==> src/rtl/branch_resolve_unit.sv <==
// Purpose: resolves execute-stage branches/jumps against static not-taken prediction, issues redirect + flush, counts branches.
// Latency: one cycle from accept edge to pc_src_o/branch_target_o/flush_o; flush_o lasts FLUSH_CYCLES unstalled cycles.
// Backpressure: stall_i freezes acceptance, the flush countdown and the counters; outputs hold except the one-cycle pc_src_o pulse.
module branch_resolve_unit #(
  parameter int XLEN         = 32,
  parameter int FLUSH_CYCLES = 2,
  parameter int CNT_W        = 16
) (
  input  logic             clk,
  input  logic             rst_n,
  input  logic             stall_i,
  input  logic             valid_i,
  input  logic [2:0]       branch_type_i,
  input  logic             jalr_i,
  input  logic             zero_flag_i,
  input  logic             lt_flag_i,
  input  logic             ltu_flag_i,
  input  logic [XLEN-1:0]  pc_i,
  input  logic [XLEN-1:0]  imm_i,
  input  logic [XLEN-1:0]  rs1_i,
  output logic             pc_src_o,
  output logic [XLEN-1:0]  branch_target_o,
  output logic             flush_o,
  output logic [CNT_W-1:0] branch_cnt_o,
  output logic [CNT_W-1:0] taken_cnt_o
);

  localparam logic [2:0] BT_NONE = 3'd0;
  localparam logic [2:0] BT_BEQ  = 3'd1;
  localparam logic [2:0] BT_BNE  = 3'd2;
  localparam logic [2:0] BT_BLT  = 3'd3;
  localparam logic [2:0] BT_BGE  = 3'd4;
  localparam logic [2:0] BT_BLTU = 3'd5;
  localparam logic [2:0] BT_BGEU = 3'd6;
  localparam logic [2:0] BT_JUMP = 3'd7;

  // Flush counter holds remaining extra flush cycles after the redirect cycle.
  localparam logic [3:0]      FLUSH_LOAD = 4'(FLUSH_CYCLES - 1);
  localparam logic [XLEN-1:0] JALR_MASK  = ~XLEN'(1);
  localparam logic [CNT_W-1:0] CNT_MAX   = {CNT_W{1'b1}};

  typedef enum logic {
    IDLE  = 1'b0,
    FLUSH = 1'b1
  } state_t;

  state_t           state_q, state_d;
  logic [3:0]       fcnt_q, fcnt_d;
  logic             pc_src_q, pc_src_d;
  logic [XLEN-1:0]  target_q, target_d;
  logic             flush_q, flush_d;
  logic [CNT_W-1:0] branch_cnt_q, branch_cnt_d;
  logic [CNT_W-1:0] taken_cnt_q, taken_cnt_d;

  logic             accept;
  logic             taken;
  logic [XLEN-1:0]  target_calc;

  // Decode branch condition and compute the redirect address for the current instruction.
  always_comb begin
    taken = 1'b0;
    unique case (branch_type_i)
      BT_BEQ:  taken = zero_flag_i;
      BT_BNE:  taken = !zero_flag_i;
      BT_BLT:  taken = lt_flag_i;
      BT_BGE:  taken = !lt_flag_i;
      BT_BLTU: taken = ltu_flag_i;
      BT_BGEU: taken = !ltu_flag_i;
      BT_JUMP: taken = 1'b1;
      default: taken = 1'b0;
    endcase
    if (branch_type_i == BT_JUMP && jalr_i) begin
      target_calc = (rs1_i + imm_i) & JALR_MASK;
    end else begin
      target_calc = pc_i + imm_i;
    end
    // Wrong-path instructions arriving during a flush are never accepted.
    accept = (state_q == IDLE) && valid_i && !stall_i && (branch_type_i != BT_NONE);
  end

  // Next-state logic for the resolve FSM, redirect pulse and saturating counters.
  always_comb begin
    state_d      = state_q;
    fcnt_d       = fcnt_q;
    pc_src_d     = 1'b0;
    target_d     = target_q;
    flush_d      = flush_q;
    branch_cnt_d = branch_cnt_q;
    taken_cnt_d  = taken_cnt_q;
    unique case (state_q)
      IDLE: begin
        if (accept) begin
          if (branch_cnt_q != CNT_MAX) begin
            branch_cnt_d = branch_cnt_q + CNT_W'(1);
          end
          if (taken) begin
            if (taken_cnt_q != CNT_MAX) begin
              taken_cnt_d = taken_cnt_q + CNT_W'(1);
            end
            pc_src_d = 1'b1;
            target_d = target_calc;
            flush_d  = 1'b1;
            fcnt_d   = FLUSH_LOAD;
            state_d  = FLUSH;
          end
        end
      end
      FLUSH: begin
        flush_d = 1'b1;
        if (!stall_i) begin
          if (fcnt_q == 4'd0) begin
            flush_d = 1'b0;
            state_d = IDLE;
          end else begin
            fcnt_d = fcnt_q - 4'd1;
          end
        end
      end
      default: begin
        flush_d = 1'b0;
        state_d = IDLE;
      end
    endcase
  end

  // All state and outputs registered; reset clears them asynchronously.
  always_ff @(posedge clk or negedge rst_n) begin
    if (!rst_n) begin
      state_q      <= IDLE;
      fcnt_q       <= 4'd0;
      pc_src_q     <= 1'b0;
      target_q     <= '0;
      flush_q      <= 1'b0;
      branch_cnt_q <= '0;
      taken_cnt_q  <= '0;
    end else begin
      state_q      <= state_d;
      fcnt_q       <= fcnt_d;
      pc_src_q     <= pc_src_d;
      target_q     <= target_d;
      flush_q      <= flush_d;
      branch_cnt_q <= branch_cnt_d;
      taken_cnt_q  <= taken_cnt_d;
    end
  end

  assign pc_src_o        = pc_src_q;
  assign branch_target_o = target_q;
  assign flush_o         = flush_q;
  assign branch_cnt_o    = branch_cnt_q;
  assign taken_cnt_o     = taken_cnt_q;

endmodule

==> config.mk <==
export PLATFORM = sky130hd
export DESIGN_NAME = branch_resolve_unit
export DESIGN_NICKNAME = d
export VERILOG_FILES = /design/src/rtl/branch_resolve_unit.sv
export SDC_FILE = /design/constraint.sdc
export NUM_CORES = 1
export LEC_CHECK = 0
export ABC_CLOCK_PERIOD_IN_PS = 4200
export CORE_MARGIN = 4
export CORE_UTILIZATION = 54
export CTS_CLUSTER_DIAMETER = 30
export DETAILED_ROUTE_END_ITERATION = 10
export HOLD_SLACK_MARGIN = 0.1
export MAX_ROUTING_LAYER = met4
export PLACE_DENSITY = 0.95
export SETUP_SLACK_MARGIN = 0.02
export SYNTH_ARGS = -nofsm -noshare
export SYNTH_HDL_FRONTEND = slang
export SYNTH_SLANG_ARGS = --single-unit
==> constraint.sdc <==
create_clock -name clk -period 4.2 [get_ports clk]
set_input_delay 1.05 -clock clk [delete_from_list [all_inputs] [get_ports clk]]
set_output_delay 1.05 -clock clk [all_outputs]
set_load 0.01 [all_outputs]
# After elaboration in Yosys (flattened, before gate mapping)
# Index checks and enable logic that the tools add are counted.
# classes
add_sub_neg	5
eq_ne	13
mux	16
n_bitwise	1
n_reduce_logical	15
# ops
operator	n
adder 32 bit	2
adder 16 x 1 -> 16 bit (second input constant)	2
2-to-1 mux 32 bit	1
inequality test 16 bit (second input constant)	2
2-to-1 mux 4 bit	4
== test 3 bit (second input constant)	4
inequality test 2 bit (second input constant)	4
one-hot mux 4 bit (2 select lines)	1
AND reduction 4 bit	2
2-to-1 mux 1 bit	7
one-hot mux 1 bit (7 select lines)	1
== test 3 x 2 -> 1 bit (second input constant)	2
AND reduction 3 bit	2
logical AND 1 bit	4
zero test 1 bit	4
zero test 4 bit	1
one-hot mux 1 bit (2 select lines)	2
subtractor 4 x 1 -> 4 bit (second input constant)	1
== test 3 x 1 -> 1 bit (second input constant)	1
nonzero test 3 bit	1
AND reduction 2 bit	1
NOT 1 bit	1
# word_totals
register_bits	71
inputBits	107
out_inout_bits	66
wordCells	57

# Longest topological paths before layout
# depth
depth_word	6
mapped_depth	11
mapped_depth_nobuf	11

# Least setup slack after synthesis
# No wires, ideal clock.
# synth_timing
kind	in2reg
from	in pc_i[0]
to	reg target_q[28], in the netlist branch_target_o[28]
setup_time_ps	126
t_arrival_ps	3331
required_time_ps	4074
slack_ps	743
stages	11
path_buffers	0
cell_sequence	ha_1 > fa_1 > a211oi_1 > nor2_1 > o221ai_2 > a211oi_2 > nor3_4 > o311ai_2 > a221oi_2 > xnor2_1 > a221o_1
# synth_between
elab_chain_cells	2
# synth_rtl
element	line	source
from (decl)	18	input logic [XLEN-1:0] pc_i,
adder 32 bit	75	target_calc = pc_i + imm_i;
2-to-1 mux 32 bit	72	if (branch_type_i == BT_JUMP && jalr_i) begin
to (signal assigned)	140	target_q <= target_d;
to (decl)	50	logic [XLEN-1:0] target_q, target_d;
# Every way passes these cells.
# A chain may end at the register's enable or synchronous reset.

# Final worst setup path
# layout_timing
from	in imm_i[1]
to	reg target_q[25], in the netlist branch_target_o[25]
# layout_between
elab_chain_cells	2
elab_cells_between_ends	3
cone_classes	add/sub (2); mux (1)
# layout_rtl
element	line	source
from (decl)	19	input logic [XLEN-1:0] imm_i,
adder 32 bit, on equally long branches	75, 73	
2-to-1 mux 32 bit (*)	72	
# Mark *: on every way between the ends. The rest lies on a longest branch, timed or not.

==> flow_summary.json <==
{
  "track_usage_pct": 28.3,
  "yosysSeqAreaShare_pct": 27.8,
  "cts_tree": "done",
  "reg2reg_depth": 9,
  "setup_viol": 0,
  "syn2layout_area_growth_pct": 34.8,
  "regToRegEndpoint": "branch_cnt_o[15]",
  "viasPerCell": 6.07,
  "grt-ovfl-total": 0,
  "synth_area_mm2": 0.00639,
  "slowest_delay_ns": 0.59,
  "cts_max_level": 3,
  "start_util_pct": 55.5,
  "synth_area_leaders": "dfrtp_1 28%, ha_1 13%, xnor2_1 7.1%, a21oi_1 5.1%, o21ai_0 4.7%",
  "syn_nets": 935,
  "nets": 1106,
  "hold_viol_final": 0,
  "powerDensity_mw_per_mm2": 405,
  "switching_share_pct": 35.8,
  "hpwl_um": 15200,
  "drt_first_pass_iters": 5,
  "final_cell_mix": "171 x clkdlybuf4s50_1, 79 x nand2_1, 71 x dfrtp_1, 65 x a21oi_1, 64 x ha_1",
  "postCtsSetupBuffers": 0,
  "ys.flop_type": "dfrtp_1",
  "power_frac_comb_pct": 45.3,
  "drv_slew": 0,
  "r2r_slack_ns": 1.69,
  "r2r_start": "branch_cnt_o[6]",
  "p_leak_nw": 3.76,
  "cts_root_buf": "clkbuf_16",
  "p_int_mw": 2.24,
  "seq_power_share_pct": 31.2,
  "slew_headroom_pct": 60.1,
  "tns_ns": 0,
  "clkPwrFrac_pct": 23.5,
  "synth_edf_count": 0,
  "peakVddDrop_v": 0.000226,
  "synth_seq_cells": 71,
  "critPathRequiredTime_ns": 4.42,
  "wl_per_cell_um": 17.7,
  "grt_pass1_wl_um": 30300,
  "synth_top_area_share_pct": 27.8,
  "clk_pin_slew_ns": 0.06,
  "holdPathEnd": "branch_target_o[7]",
  "numCtsBuffers": 9,
  "crit_path_start_kind": "input port",
  "ctsResizeCount": 0,
  "io_buffer_count": 172,
  "postSynthAreaPerCell_um2": 8.39,
  "vias": 6558,
  "die-height_um": 117,
  "ys_types": 70,
  "crit_fanout": 4,
  "max_freq_mhz": 260,
  "utilization_pct": 74.8,
  "n_antenna_cell": 0,
  "crit_chain": "clkdlybuf4s50_1 > ha_1 > a211oi_1 > o21ai_0 > nor2b_1 > o21ai_0 > a31oi_1 > a21boi_1 > o21bai_1 > xnor2_1 > a221oi_1",
  "cts_hold_buffers": 0,
  "grt_pass1_vias": 6261,
  "crit_type": "input port to register",
  "die-area_mm2": 0.0136,
  "status": "finished clean",
  "syn_inst": 762,
  "gp_congestion": 1.00,
  "clock_skew_ns": 0.00324,
  "power_mw": 3.49,
  "fin_crit_ns": 3.84,
  "hold_depth": 2,
  "drive_gt1_share_pct": 5.86,
  "rows": 39,
  "cts_sinks": 71,
  "antenna_found_initial": 0,
  "drt_wl_total_um": 19100,
  "hp-start": "branch_target_o[7]",
  "hold_path_class": "register to register",
  "die_x_um": 117,
  "synth_warnings": 0,
  "worstPathArrival_ns": 4.07,
  "final_common_cell": "clkdlybuf4s50_1",
  "grt_max_degree": 45,
  "drc": 0,
  "grt_setup_unrepaired": "no",
  "critPathMostFrequentCell": "o21ai_0",
  "power.switching_mw": 1.25,
  "cp_slowest_cell": "clkdlybuf4s50_1",
  "io_pins": 173,
  "drv_cap": 0,
  "drt_first_iter_violations": 846,
  "ant_nets": 0,
  "clock_path_buffers": 2,
  "synth_area_leader_cell": "dfrtp_1",
  "synth-async-reset-ratio_pct": 100,
  "post-route-period-util_pct": 91.5,
  "end_kind": "register",
  "worstMarginPinSlew_ns": 0.596,
  "worstSkewPairLatency_ns": 0.33,
  "coreArea_mm2": 0.0115
}
## worst max path at each step
stage,start,endpoint,slack (ns)
floorplan,pc_i[0],branch_target_o[28],0.74
global placement,imm_i[0],branch_target_o[28],0.21
detailed placement,imm_i[0],branch_target_o[26],0.09
CTS,imm_i[1],branch_target_o[25],0.41
global route,imm_i[1],branch_target_o[25],0.21
finish,imm_i[1],branch_target_o[25],0.36
## cell usage after synthesis, drive strengths merged (4+ instances only)
master and count:
and2 9, a31oi 12, a21o 30, dfrtp 71, clkbuf 25, nor2 60
nor2b 8, nand2 79, o21a 6, nand2b 11, nand3 24, xnor2 52
a211oi 10, o31ai 4, o221ai 4, and4 6, and3 8, o21ai 62
a21oi 68, a221oi 5, or3 4, ha 64, nor3 13, o211ai 6
nand4 15, inv 17, xor2 33, o21bai 8
## critical path: cells and delay by family
family                   cells  cell delay (ns)
AO/OA/AOI/OAI                7             1.77
buffers and inverters        1             0.59
adder cells (fa/ha/maj)      1             0.29
AND/OR/NAND/NOR              1             0.18
XOR/XNOR                     1             0.17
## power by group through the flow
stage / registers [mW] / logic [mW] / clock network [mW]
6_report: 1.09 / 1.58 / 0.821
5_1_grt: 1.11 / 1.71 / 0.851
4_1_cts: 1.09 / 1.57 / 0.824
3_5_place_dp: 1.09 / 1.55 / 0
3_3_place_gp: 1.07 / 1.51 / 0
2_1_floorplan: 1.14 / 0.710 / 0
## per-layer routing
| metal | wire [um] | GRT usage, % | vias up |
|---|---|---|---|
| met4 | 450 | 9.94 | 0 |
| met2 | 8990 | 45.0 | 303 |
| li1 | - | - | 3117 |
| met1 | 8280 | 38.2 | 3108 |
| met5 | 0 | - | - |
| met3 | 1360 | 2.52 | 30 |
## logic make-up (layout without fill, tap and decap cells)
| logic type | Yosys count | in the layout | synth area share (%) |
|---|---|---|---|
| simple gates | 251 | 251 | 19.3 |
| compound gates | 241 | 241 | 24.8 |
| xor+xnor | 85 | 85 | 11.6 |
| flops | 71 | 71 | 27.8 |
| fa+ha+maj | 66 | 66 | 13.2 |
| buf+inv | 44 | 220 | 2.62 |
| mux | 4 | 4 | 0.685 |
## area by class of cell
type	instances	area [um2]
Multi-Input combinational cell	647	4450
Fill cell	858	2900
Timing Repair Buffer	187	1830
Sequential cell	71	1780
Clock buffer	10	229
Tap cell	143	179
Clock inverter	6	93.8
Inverter	17	63.8
## registers in the layout (all words and copies together) (netlist names)
| register | count |
|---|---|
| branch_target_o | 32 |
| branch_cnt_o | 16 |
| taken_cnt_o | 16 |
| fcnt_q | 4 |
| flush_o | 1 |
| pc_src_o | 1 |
| state_q | 1 |
## stage by stage
step | hold WS, ns | setup WS (ns) | area [um2] | cells
floorplan | 0.492 | 0.743 | 6390 | 762
global placement | 0.462 | 0.215 | 8300 | 1065
detailed placement | 0.469 | 0.0884 | 8300 | 1065
CTS | 0.482 | 0.407 | 8620 | 1081
global route | 0.505 | 0.208 | 8620 | 1081
finish | 0.477 | 0.356 | 8620 | 1081
Note: power is estimated with default switching activity, not from simulation.
